--- config.mk ---
export PLATFORM = sky130hd
export DESIGN_NAME = ibniz_video_timing_flat
export DESIGN_NICKNAME = d
export VERILOG_FILES = /design/src/rtl/ibniz_video_timing_if.sv /design/src/rtl/ibniz_video_timing.sv /design/src/flat_wrapper.sv
export SDC_FILE = /design/constraint.sdc
export NUM_CORES = 1
export LEC_CHECK = 0
export CAP_MARGIN = 5
export CORE_AREA = 4 4 74 76
export CTS_CLUSTER_SIZE = 8
export DETAILED_ROUTE_END_ITERATION = 8
export DIE_AREA = 0 0 78 80
export PLACE_DENSITY = 0.82
export SLEW_MARGIN = 20
export SYNTH_ARGS = -nofsm -noshare
export SYNTH_HDL_FRONTEND = slang
export SYNTH_SLANG_ARGS = --single-unit
--- constraint.sdc ---
create_clock -name clk -period 3.1 [get_ports clk]
set_input_delay 0.93 -clock clk [delete_from_list [all_inputs] [get_ports clk]]
set_output_delay 0.93 -clock clk [all_outputs]
set_load 0.005 [all_outputs]
--- src/rtl/ibniz_video_timing_if.sv ---
// Pixel-coordinate / colour-return / display bundle between the Ibniz timing
// generator (master) and the adapter plus display sink (slave).
interface ibniz_video_timing_if;
  logic signed [11:0] oX_video;
  logic signed [11:0] oY_video;
  logic               endFrame;
  logic        [7:0]  iR_video;
  logic        [7:0]  iG_video;
  logic        [7:0]  iB_video;
  logic               vga_hs;
  logic               vga_vs;
  logic               vga_de;
  logic        [7:0]  vga_r;
  logic        [7:0]  vga_g;
  logic        [7:0]  vga_b;

  modport master (
    output oX_video, oY_video, endFrame,
    input  iR_video, iG_video, iB_video,
    output vga_hs, vga_vs, vga_de, vga_r, vga_g, vga_b
  );

  modport slave (
    input  oX_video, oY_video, endFrame,
    output iR_video, iG_video, iB_video,
    input  vga_hs, vga_vs, vga_de, vga_r, vga_g, vga_b
  );
endinterface

--- src/rtl/ibniz_video_timing.sv ---
// Raster timing generator for the Ibniz demo path: emits pixel coordinates,
// takes back the adapter's colour PIPE_LAT clocks later and drives the display.
module ibniz_video_timing #(
  parameter int unsigned H_ACTIVE = 1280,
  parameter int unsigned H_FP     = 48,
  parameter int unsigned H_SYNC   = 112,
  parameter int unsigned H_BP     = 248,
  parameter int unsigned V_ACTIVE = 1024,
  parameter int unsigned V_FP     = 1,
  parameter int unsigned V_SYNC   = 3,
  parameter int unsigned V_BP     = 38,
  parameter bit          HS_POL   = 1'b1,
  parameter bit          VS_POL   = 1'b1,
  parameter int unsigned PIPE_LAT = 2
) (
  input  logic                  clk,
  input  logic                  rst,
  ibniz_video_timing_if.master  vid
);

  localparam int unsigned CW      = 12;
  localparam int unsigned PW      = 8;
  localparam int unsigned H_TOTAL = H_ACTIVE + H_FP + H_SYNC + H_BP;
  localparam int unsigned V_TOTAL = V_ACTIVE + V_FP + V_SYNC + V_BP;

  localparam logic [CW-1:0] H_LAST   = CW'(H_TOTAL - 1);
  localparam logic [CW-1:0] V_LAST   = CW'(V_TOTAL - 1);
  localparam logic [CW-1:0] H_ACT    = CW'(H_ACTIVE);
  localparam logic [CW-1:0] V_ACT    = CW'(V_ACTIVE);
  localparam logic [CW-1:0] HS_START = CW'(H_ACTIVE + H_FP);
  localparam logic [CW-1:0] HS_END   = CW'(H_ACTIVE + H_FP + H_SYNC);
  localparam logic [CW-1:0] VS_START = CW'(V_ACTIVE + V_FP);
  localparam logic [CW-1:0] VS_END   = CW'(V_ACTIVE + V_FP + V_SYNC);

  localparam logic HS_ON  = HS_POL;
  localparam logic HS_OFF = ~HS_POL;
  localparam logic VS_ON  = VS_POL;
  localparam logic VS_OFF = ~VS_POL;

  logic [CW-1:0] r_h_cnt;
  logic [CW-1:0] r_v_cnt;
  logic          w_h_wrap;
  logic          w_v_wrap;

  logic          w_de_raw;
  logic          w_hs_raw;
  logic          w_vs_raw;

  logic [PIPE_LAT-1:0] r_de_pipe;
  logic [PIPE_LAT-1:0] r_hs_pipe;
  logic [PIPE_LAT-1:0] r_vs_pipe;

  logic          w_de_d;
  logic          w_hs_d;
  logic          w_vs_d;

  logic          w_vga_de_nxt;
  logic          w_vga_hs_nxt;
  logic          w_vga_vs_nxt;
  logic [PW-1:0] w_vga_r_nxt;
  logic [PW-1:0] w_vga_g_nxt;
  logic [PW-1:0] w_vga_b_nxt;

  logic          r_vga_de;
  logic          r_vga_hs;
  logic          r_vga_vs;
  logic [PW-1:0] r_vga_r;
  logic [PW-1:0] r_vga_g;
  logic [PW-1:0] r_vga_b;

  // Line and frame wrap share one edge so (H_LAST,V_LAST) is followed by (0,0).
  always_comb begin
    w_h_wrap = 1'b0;
    w_v_wrap = 1'b0;
    if (r_h_cnt == H_LAST) w_h_wrap = 1'b1;
    if (r_v_cnt == V_LAST) w_v_wrap = 1'b1;
  end

  always_ff @(posedge clk or negedge rst) begin
    if (!rst) begin
      r_h_cnt <= '0;
      r_v_cnt <= '0;
    end else begin
      if (w_h_wrap) begin
        r_h_cnt <= '0;
        if (w_v_wrap) r_v_cnt <= '0;
        else          r_v_cnt <= r_v_cnt + CW'(1);
      end else begin
        r_h_cnt <= r_h_cnt + CW'(1);
      end
    end
  end

  // Undelayed window/sync decode of the current coordinate.
  always_comb begin
    w_de_raw = 1'b0;
    w_hs_raw = 1'b0;
    w_vs_raw = 1'b0;
    if ((r_h_cnt < H_ACT) && (r_v_cnt < V_ACT))         w_de_raw = 1'b1;
    if ((r_h_cnt >= HS_START) && (r_h_cnt < HS_END))    w_hs_raw = 1'b1;
    if ((r_v_cnt >= VS_START) && (r_v_cnt < VS_END))    w_vs_raw = 1'b1;
  end

  // Control delay line; the top bit lines up with the adapter's returning colour.
  always_ff @(posedge clk or negedge rst) begin
    if (!rst) begin
      r_de_pipe <= '0;
      r_hs_pipe <= '0;
      r_vs_pipe <= '0;
    end else begin
      r_de_pipe <= PIPE_LAT'({r_de_pipe, w_de_raw});
      r_hs_pipe <= PIPE_LAT'({r_hs_pipe, w_hs_raw});
      r_vs_pipe <= PIPE_LAT'({r_vs_pipe, w_vs_raw});
    end
  end

  assign w_de_d = r_de_pipe[PIPE_LAT-1];
  assign w_hs_d = r_hs_pipe[PIPE_LAT-1];
  assign w_vs_d = r_vs_pipe[PIPE_LAT-1];

  // Colour is blanked outside the active window whatever the adapter returns.
  always_comb begin
    w_vga_de_nxt = w_de_d;
    w_vga_hs_nxt = HS_OFF;
    w_vga_vs_nxt = VS_OFF;
    w_vga_r_nxt  = '0;
    w_vga_g_nxt  = '0;
    w_vga_b_nxt  = '0;
    if (w_hs_d) w_vga_hs_nxt = HS_ON;
    if (w_vs_d) w_vga_vs_nxt = VS_ON;
    if (w_de_d) begin
      w_vga_r_nxt = vid.iR_video;
      w_vga_g_nxt = vid.iG_video;
      w_vga_b_nxt = vid.iB_video;
    end
  end

  always_ff @(posedge clk or negedge rst) begin
    if (!rst) begin
      r_vga_de <= 1'b0;
      r_vga_hs <= HS_OFF;
      r_vga_vs <= VS_OFF;
      r_vga_r  <= '0;
      r_vga_g  <= '0;
      r_vga_b  <= '0;
    end else begin
      r_vga_de <= w_vga_de_nxt;
      r_vga_hs <= w_vga_hs_nxt;
      r_vga_vs <= w_vga_vs_nxt;
      r_vga_r  <= w_vga_r_nxt;
      r_vga_g  <= w_vga_g_nxt;
      r_vga_b  <= w_vga_b_nxt;
    end
  end

  // endFrame is a decode of the counter registers, not a separate flop.
  assign vid.oX_video = $signed(r_h_cnt);
  assign vid.oY_video = $signed(r_v_cnt);
  assign vid.endFrame = w_h_wrap & w_v_wrap;

  assign vid.vga_de = r_vga_de;
  assign vid.vga_hs = r_vga_hs;
  assign vid.vga_vs = r_vga_vs;
  assign vid.vga_r  = r_vga_r;
  assign vid.vga_g  = r_vga_g;
  assign vid.vga_b  = r_vga_b;

endmodule
--- src/flat_wrapper.sv ---
// flat-port wrapper written by rule: the top's interface ports become plain ports
module ibniz_video_timing_flat 
#(
  parameter int unsigned H_ACTIVE = 1280,
  parameter int unsigned H_FP     = 48,
  parameter int unsigned H_SYNC   = 112,
  parameter int unsigned H_BP     = 248,
  parameter int unsigned V_ACTIVE = 1024,
  parameter int unsigned V_FP     = 1,
  parameter int unsigned V_SYNC   = 3,
  parameter int unsigned V_BP     = 38,
  parameter bit          HS_POL   = 1'b1,
  parameter bit          VS_POL   = 1'b1,
  parameter int unsigned PIPE_LAT = 2
)
  (clk, rst, vid_oX_video, vid_oY_video, vid_endFrame, vid_iR_video, vid_iG_video, vid_iB_video, vid_vga_hs, vid_vga_vs, vid_vga_de, vid_vga_r, vid_vga_g, vid_vga_b);
  ibniz_video_timing_if vid_i ();
  input  logic clk;
  input  logic rst;
  output wire logic [$bits(vid_i.oX_video)-1:0] vid_oX_video;
  output wire logic [$bits(vid_i.oY_video)-1:0] vid_oY_video;
  output wire logic [$bits(vid_i.endFrame)-1:0] vid_endFrame;
  input wire logic [$bits(vid_i.iR_video)-1:0] vid_iR_video;
  input wire logic [$bits(vid_i.iG_video)-1:0] vid_iG_video;
  input wire logic [$bits(vid_i.iB_video)-1:0] vid_iB_video;
  output wire logic [$bits(vid_i.vga_hs)-1:0] vid_vga_hs;
  output wire logic [$bits(vid_i.vga_vs)-1:0] vid_vga_vs;
  output wire logic [$bits(vid_i.vga_de)-1:0] vid_vga_de;
  output wire logic [$bits(vid_i.vga_r)-1:0] vid_vga_r;
  output wire logic [$bits(vid_i.vga_g)-1:0] vid_vga_g;
  output wire logic [$bits(vid_i.vga_b)-1:0] vid_vga_b;
  assign vid_oX_video = vid_i.oX_video;
  assign vid_oY_video = vid_i.oY_video;
  assign vid_endFrame = vid_i.endFrame;
  assign vid_i.iR_video = vid_iR_video;
  assign vid_i.iG_video = vid_iG_video;
  assign vid_i.iB_video = vid_iB_video;
  assign vid_vga_hs = vid_i.vga_hs;
  assign vid_vga_vs = vid_i.vga_vs;
  assign vid_vga_de = vid_i.vga_de;
  assign vid_vga_r = vid_i.vga_r;
  assign vid_vga_g = vid_i.vga_g;
  assign vid_vga_b = vid_i.vga_b;
  ibniz_video_timing #(.H_ACTIVE(H_ACTIVE), .H_FP(H_FP), .H_SYNC(H_SYNC), .H_BP(H_BP), .V_ACTIVE(V_ACTIVE), .V_FP(V_FP), .V_SYNC(V_SYNC), .V_BP(V_BP), .HS_POL(HS_POL), .VS_POL(VS_POL), .PIPE_LAT(PIPE_LAT)) u_core (.clk(clk), .rst(rst), .vid(vid_i));
endmodule
==> flow_summary.ini, run 1 <==
[synthesis]
ys_seq_area_share_pct = 63.4
async_flop_share_pct = 100
synth_top_area_cell = dfrtp_1
ys_types = 31
synth_flop_cell = dfrtp_1
synth_warnings = 0
synth_area_leaders = dfrtp_1, and2_1, xor2_1
ys_seq_elements = 57
synth_top_area_share_pct = 63.4
synthCells = 187
synth_fp_nets = 218
synth-edff-count = 0
syn_area_per_cell_um2 = 12.0
syn-cell-area_mm2 = 0.00225

[power_and_ir_drop]
intPower_uw = 1320
vdd_drop_max_uv = 279
p_seq_share_pct = 46.6
power_uw = 1640
power_frac_clock_pct = 47.7
power_switching_uw = 322
switching_share_pct = 19.7
p_leak_uw = 0.00149
comb_power_share_pct = 5.6
power.density_mw_per_mm2 = 483

[timing]
finalSetupTns_ns = 0
tightest_slew_ns = 0.710
hold_violations = 0
timing.fmax_ghz = 0.388
min_period_over_period_pct = 83.0
setup_viol = 0
period_minus_slack_ns = 2.57
timing.slew.headroom_pct = 52.3
finClkSkew_ns = 0.00609
rsz0062_at_grt = no
final-max-slew-violation-count = 0

[floorplan]
initial_core_util_pct = 47.6
die_y_um = 80
dieArea_mm2 = 0.00624
core_mm2 = 0.00472
num_rows = 25
die_w_um = 78
top_level_ports = 78

[clock_tree]
cts_tree = yes
postCtsHoldBufs = 0
h-tree-depth = 3
root_buffer = clkbuf_8
cts_max_path_buffers = 2
cts_buffers = 9
clk_pin_slew_ns = 0.06
insertion_delay_ns = 0.33
cts.sinks = 57

[hold_path]
holdPathStages = 0
holdCritPathClass = flop to flop

[setup_path]
start_kind = flop
cp.depth = 3
required_ns = 2.17
timing.rr.start = u_core.vid.oX_video[0]
critPathSlowestCell = or3b_4
rrSetupSlack_ns = 0.92
crit_family = simple AND/OR/NAND/NOR gates
crit_chain = or3b_4 > nor4_2 > dlymetal6s2s_1
crit_start = u_core.vid.oX_video[6]
worstPathArrival_ns = 1.64
endpoint = vid_endFrame
path_buf_inv = 1
slowest_delay_ns = 0.46
reg2reg_depth = 7
end_kind = primary output
critPathKind = flop to primary output
worst-path-max-fanout = 7
r2r_end = u_core.vid.oY_video[4]

[route]
wl_per_cell_um = 14.8
num_vias = 1723
antenna_left = 0
drc = 0
first_pass_iters = 4
drt-initial-drc-count = 56
detail_route.vias_per_cell = 4.95
routed_wl_um = 5140

[placement]
hpwl_um = 3630
place_congestion = 0.860
dp.cells = 331
io_buffer_count = 77

[cells_and_area]
final_cells = 348
layout-drive-gt1-share_pct = 11.0
nNetsFinal = 307
fill_cells = 355
layout_commonest_cell = clkdlybuf4s50_1
diodes = 0
final_cell_mix = clkdlybuf4s50_1, dfrtp_1, and2_1, nand2_1, clkbuf_8
areaGrowthSynthToFinish_pct = 50.7
final_util_pct = 71.7

[grt]
grt_max_degree = 32
grt-ovfl-total = 0
antenna_found_initial = 0
grt_first_pass_wirelength_um = 8410
grt.total_usage_pct = 17.9
grt_pass1_vias = 1670

[run_status]
outcome = completed

[run]
drv_cap = 0
how the worst min path moves through the flow:
stage / startpoint / end / slack, ns
floorplan: u_core.r_de_pipe[0] / u_core.r_de_pipe[1] / 0.33
global placement: u_core.r_vs_pipe[1] / u_core.vid.vga_vs / 0.33
detailed placement: u_core.r_vs_pipe[1] / u_core.vid.vga_vs / 0.34
CTS: u_core.r_vs_pipe[1] / u_core.vid.vga_vs / 0.35
global route: u_core.r_vs_pipe[1] / u_core.vid.vga_vs / 0.36
finish: u_core.r_vs_pipe[1] / u_core.vid.vga_vs / 0.35
area by class of cell:
cell class | instances | area (um2) | share of cell area (%)
Clock buffer | 11 | 151 | 4.47
Clock inverter | 5 | 77.6 | 2.29
Inverter | 9 | 33.8 | 0.997
Multi-Input combinational cell | 117 | 796 | 23.5
Sequential cell | 57 | 1430 | 42.1
Tap cell | 67 | 83.8 | 2.47
Timing Repair Buffer | 82 | 818 | 24.2
cells by family after synthesis:
group                      share of synthesized area [%]
muxes                                              0.890
DFF                                                 63.4
adders and majority gates                           2.78
xor gates and xnor gates                            5.45
buffers and inverters                               2.23
AOI/OAI and AO/OA                                   4.28
and+or+nand+nor                                     20.9
stage by stage:
step | setup WS (ns) | hold WS (ns) | cell area, um2
4_1_cts | 0.0300 | 0.348 | 3370
3_5_place_dp | 0.361 | 0.336 | 3120
3_3_place_gp | 0.378 | 0.332 | 3120
6_report | 0.526 | 0.348 | 3390
5_1_grt | 0.398 | 0.361 | 3390
2_1_floorplan | 0.843 | 0.331 | 2250
cells in the mapped netlist (4+ instances only):
| cell | instances |
|---|---|
| nand2_1 | 11 |
| o21ai_0 | 6 |
| and2_1 | 24 |
| xor2_1 | 9 |
| nor2_1 | 10 |
| nand3_1 | 9 |
| nor4_1 | 5 |
| ha_1 | 5 |
| xnor2_1 | 5 |
| dfrtp_1 | 57 |
| nand4_1 | 4 |
| inv_1 | 9 |
state kept, by name, summed over array words and instances, names as in the netlist:
| register | cells |
|---|---|
| u_core.r_de_pipe | 2 |
| u_core.r_hs_pipe | 2 |
| u_core.r_vs_pipe | 2 |
| u_core.vid.oX_video | 12 |
| u_core.vid.oY_video | 12 |
| u_core.vid.vga_b | 8 |
| u_core.vid.vga_de | 1 |
| u_core.vid.vga_g | 8 |
| u_core.vid.vga_hs | 1 |
| u_core.vid.vga_r | 8 |
| u_core.vid.vga_vs | 1 |
power by group through the flow:
| stage | clock (uW) | sequential (uW) | combinational (uW) |
|---|---|---|---|
| 2_1_floorplan | 0 | 780 | 10.6 |
| 3_3_place_gp | 0 | 777 | 91.7 |
| 3_5_place_dp | 0 | 777 | 94.1 |
| 4_1_cts | 798 | 764 | 94.4 |
| 5_1_grt | 837 | 765 | 100 |
| 6_report | 782 | 764 | 92.1 |
routing by layer:
| metal | global-route usage [%] | vias up | wire (um) |
|---|---|---|---|
| met5 | 0 | - | 0 |
| met4 | 9.44 | 0 | 133 |
| met3 | 3.95 | 13 | 358 |
| met2 | 26.6 | 91 | 2210 |
| met1 | 24.5 | 802 | 2440 |
| li1 | - | 817 | - |
what timing repair did:
action | CTS | global route
endpoints found under the setup margin | 1 | 1
pin swaps | 0 | 1
gates resized for setup | 2 | 4
setup buffers | 0 | 1
(Power assumes the default switching activity.)
==> run 2: changes to the inputs <==
Settings changed: CORE_AREA 4 4 74 76 to 4 4 76 78, DIE_AREA 0 0 78 80 to 0 0 80 82, PLACE_DENSITY 0.82 to 0.78.
Clock period 3.1 ns to 2.4 ns, I/O delays scaled along.
==> flow_summary.ini, run 2 (same netlist as run 1, synthesis figures left out) <==
[floorplan]
num_rows = 26
initial_core_util_pct = 44.3
top_level_ports = 78
dieArea_mm2 = 0.00656
die_w_um = 80
core_mm2 = 0.00507
die_y_um = 82

[power_and_ir_drop]
switching_share_pct = 20.3
p_seq_share_pct = 47.9
p_leak_uw = 0.00161
power_uw = 2060
comb_power_share_pct = 5.8
intPower_uw = 1640
power_switching_uw = 417
power.density_mw_per_mm2 = 575
power_frac_clock_pct = 46.3
vdd_drop_max_uv = 358

[cells_and_area]
fill_cells = 387
diodes = 0
regArea_mm2 = 0.00143
nNetsFinal = 335
design_area_mm2 = 0.00358
multi_input_area_um2 = 805
final_cell_mix = clkdlybuf4s50_1, dfrtp_1, buf_4, and2_1, nand2_1
layout_commonest_cell = clkdlybuf4s50_1
layout-drive-gt1-share_pct = 18.8
areaGrowthSynthToFinish_pct = 59.4

[placement]
place_ws_ns = -0.118
dpl-instance-area_mm2 = 0.00335
hpwl_um = 4110
place_congestion = 0.802
io_buffer_count = 77

[setup_path]
timing.rr.start = u_core.vid.oX_video[6]
start_kind = flop
required_ns = 1.68
worstPathArrival_ns = 1.59
end_kind = primary output
r2r_end = u_core.vid.oY_video[9]
reg2reg_depth = 5
worst-path-max-fanout = 2
rrSetupSlack_ns = 0.50
critPathKind = flop to primary output

[clock_tree]
h-tree-depth = 3
cts.sinks = 57
postCtsHoldBufs = 0
cts_max_path_buffers = 2
cts_buffers = 9
clk_pin_slew_ns = 0.06
cts_tree = yes
insertion_delay_ns = 0.33
root_buffer = clkbuf_8

[timing]
timing.fmax_ghz = 0.433
finalSetupTns_ns = 0
rsz0062_at_grt = no
tightest_slew_ns = 0.636
setup_viol = 0
setup_ws_ns = 0.0906
min_period_over_period_pct = 96.2
hold_violations = 0
period_minus_slack_ns = 2.31
final-max-slew-violation-count = 0
finClkSkew_ns = 0.00605
worst_hold_slack_ns = 0.347
timing.slew.headroom_pct = 57.6

[route]
drc = 0
first_pass_iters = 4
num_vias = 1842
drt-initial-drc-count = 42
detail_route.vias_per_cell = 4.86
routed_wl_um = 5540
wl_per_cell_um = 14.6
antenna_left = 0

[hold_path]
holdCritPathClass = flop to flop
hold_end = u_core.r_vs_pipe[1]
worstHoldStart = u_core.r_vs_pipe[0]
holdPathStages = 0

[grt]
grt_first_pass_wirelength_um = 8880
antenna_found_initial = 0
grt-ovfl-total = 0
grt_max_degree = 30
grt_pass1_vias = 1837
grt.total_usage_pct = 18.4

[run_status]
outcome = completed

[run]
drv_cap = 0
==> run 2: power by group through the flow <==
stage / sequential, uW / combinational [uW] / clock [uW]
floorplan: 1010 / 13.6 / 0
global placement: 1000 / 118 / 0
detailed placement: 1000 / 121 / 0
CTS: 987 / 123 / 981
global route: 989 / 130 / 1020
finish: 987 / 120 / 952
==> run 2: through the flow <==
stage | util (%) | std cells
floorplan | - | 187
global placement | 65.9 | 363
detailed placement | 65.9 | 363
finish | 70.6 | 379
global route | 70.6 | 379
CTS | 70.6 | 379
==> run 2: critical path, stage by stage, from the launching register on <==
cell and delay (ns):
dfrtp_1 0.38, nor4_2 0.27, buf_4 0.16, nand3_2 0.08, nor4_2 0.20, buf_2 0.17
==> run 2: layout make-up <==
type	instances	area share, %
Inverter	9	0.943
Clock inverter	6	2.30
Sequential cell	57	39.8
Multi-Input combinational cell	117	22.5
Timing Repair Buffer	110	28.5
Tap cell	70	2.44
Clock buffer	10	3.56
==> run 2: worst max path at each step <==
| stage | endpoint | slack, ns | depth (start not counted) | from |
|---|---|---|---|---|
| after CTS | vid_endFrame | 0.01 | 5 | u_core.vid.oY_video[6] |
| final | vid_endFrame | 0.09 | 5 | u_core.vid.oY_video[6] |
| after floorplan | vid_endFrame | 0.35 | 3 | u_core.vid.oY_video[4] |
| after detailed placement | vid_endFrame | -0.12 | 4 | u_core.vid.oY_video[4] |
| after global routing | vid_endFrame | 0.02 | 5 | u_core.vid.oY_video[6] |
| after global placement | vid_endFrame | -0.13 | 4 | u_core.vid.oY_video[4] |
==> run 2: routing by layer <==
layer / wire length (um) / global-route usage (%)
met5: 0 / 0
met4: 123 / 9.63
met3: 493 / 5.70
met2: 2470 / 28.6
met1: 2460 / 23.1
==> run 2: what timing repair did <==
action                                  in CTS  in global routing
pin swaps                                    2                  1
resized for setup                            9                  0
endpoints found under the setup margin       1                  1
gates cloned                                 0                  0
setup buffers                                0                  0
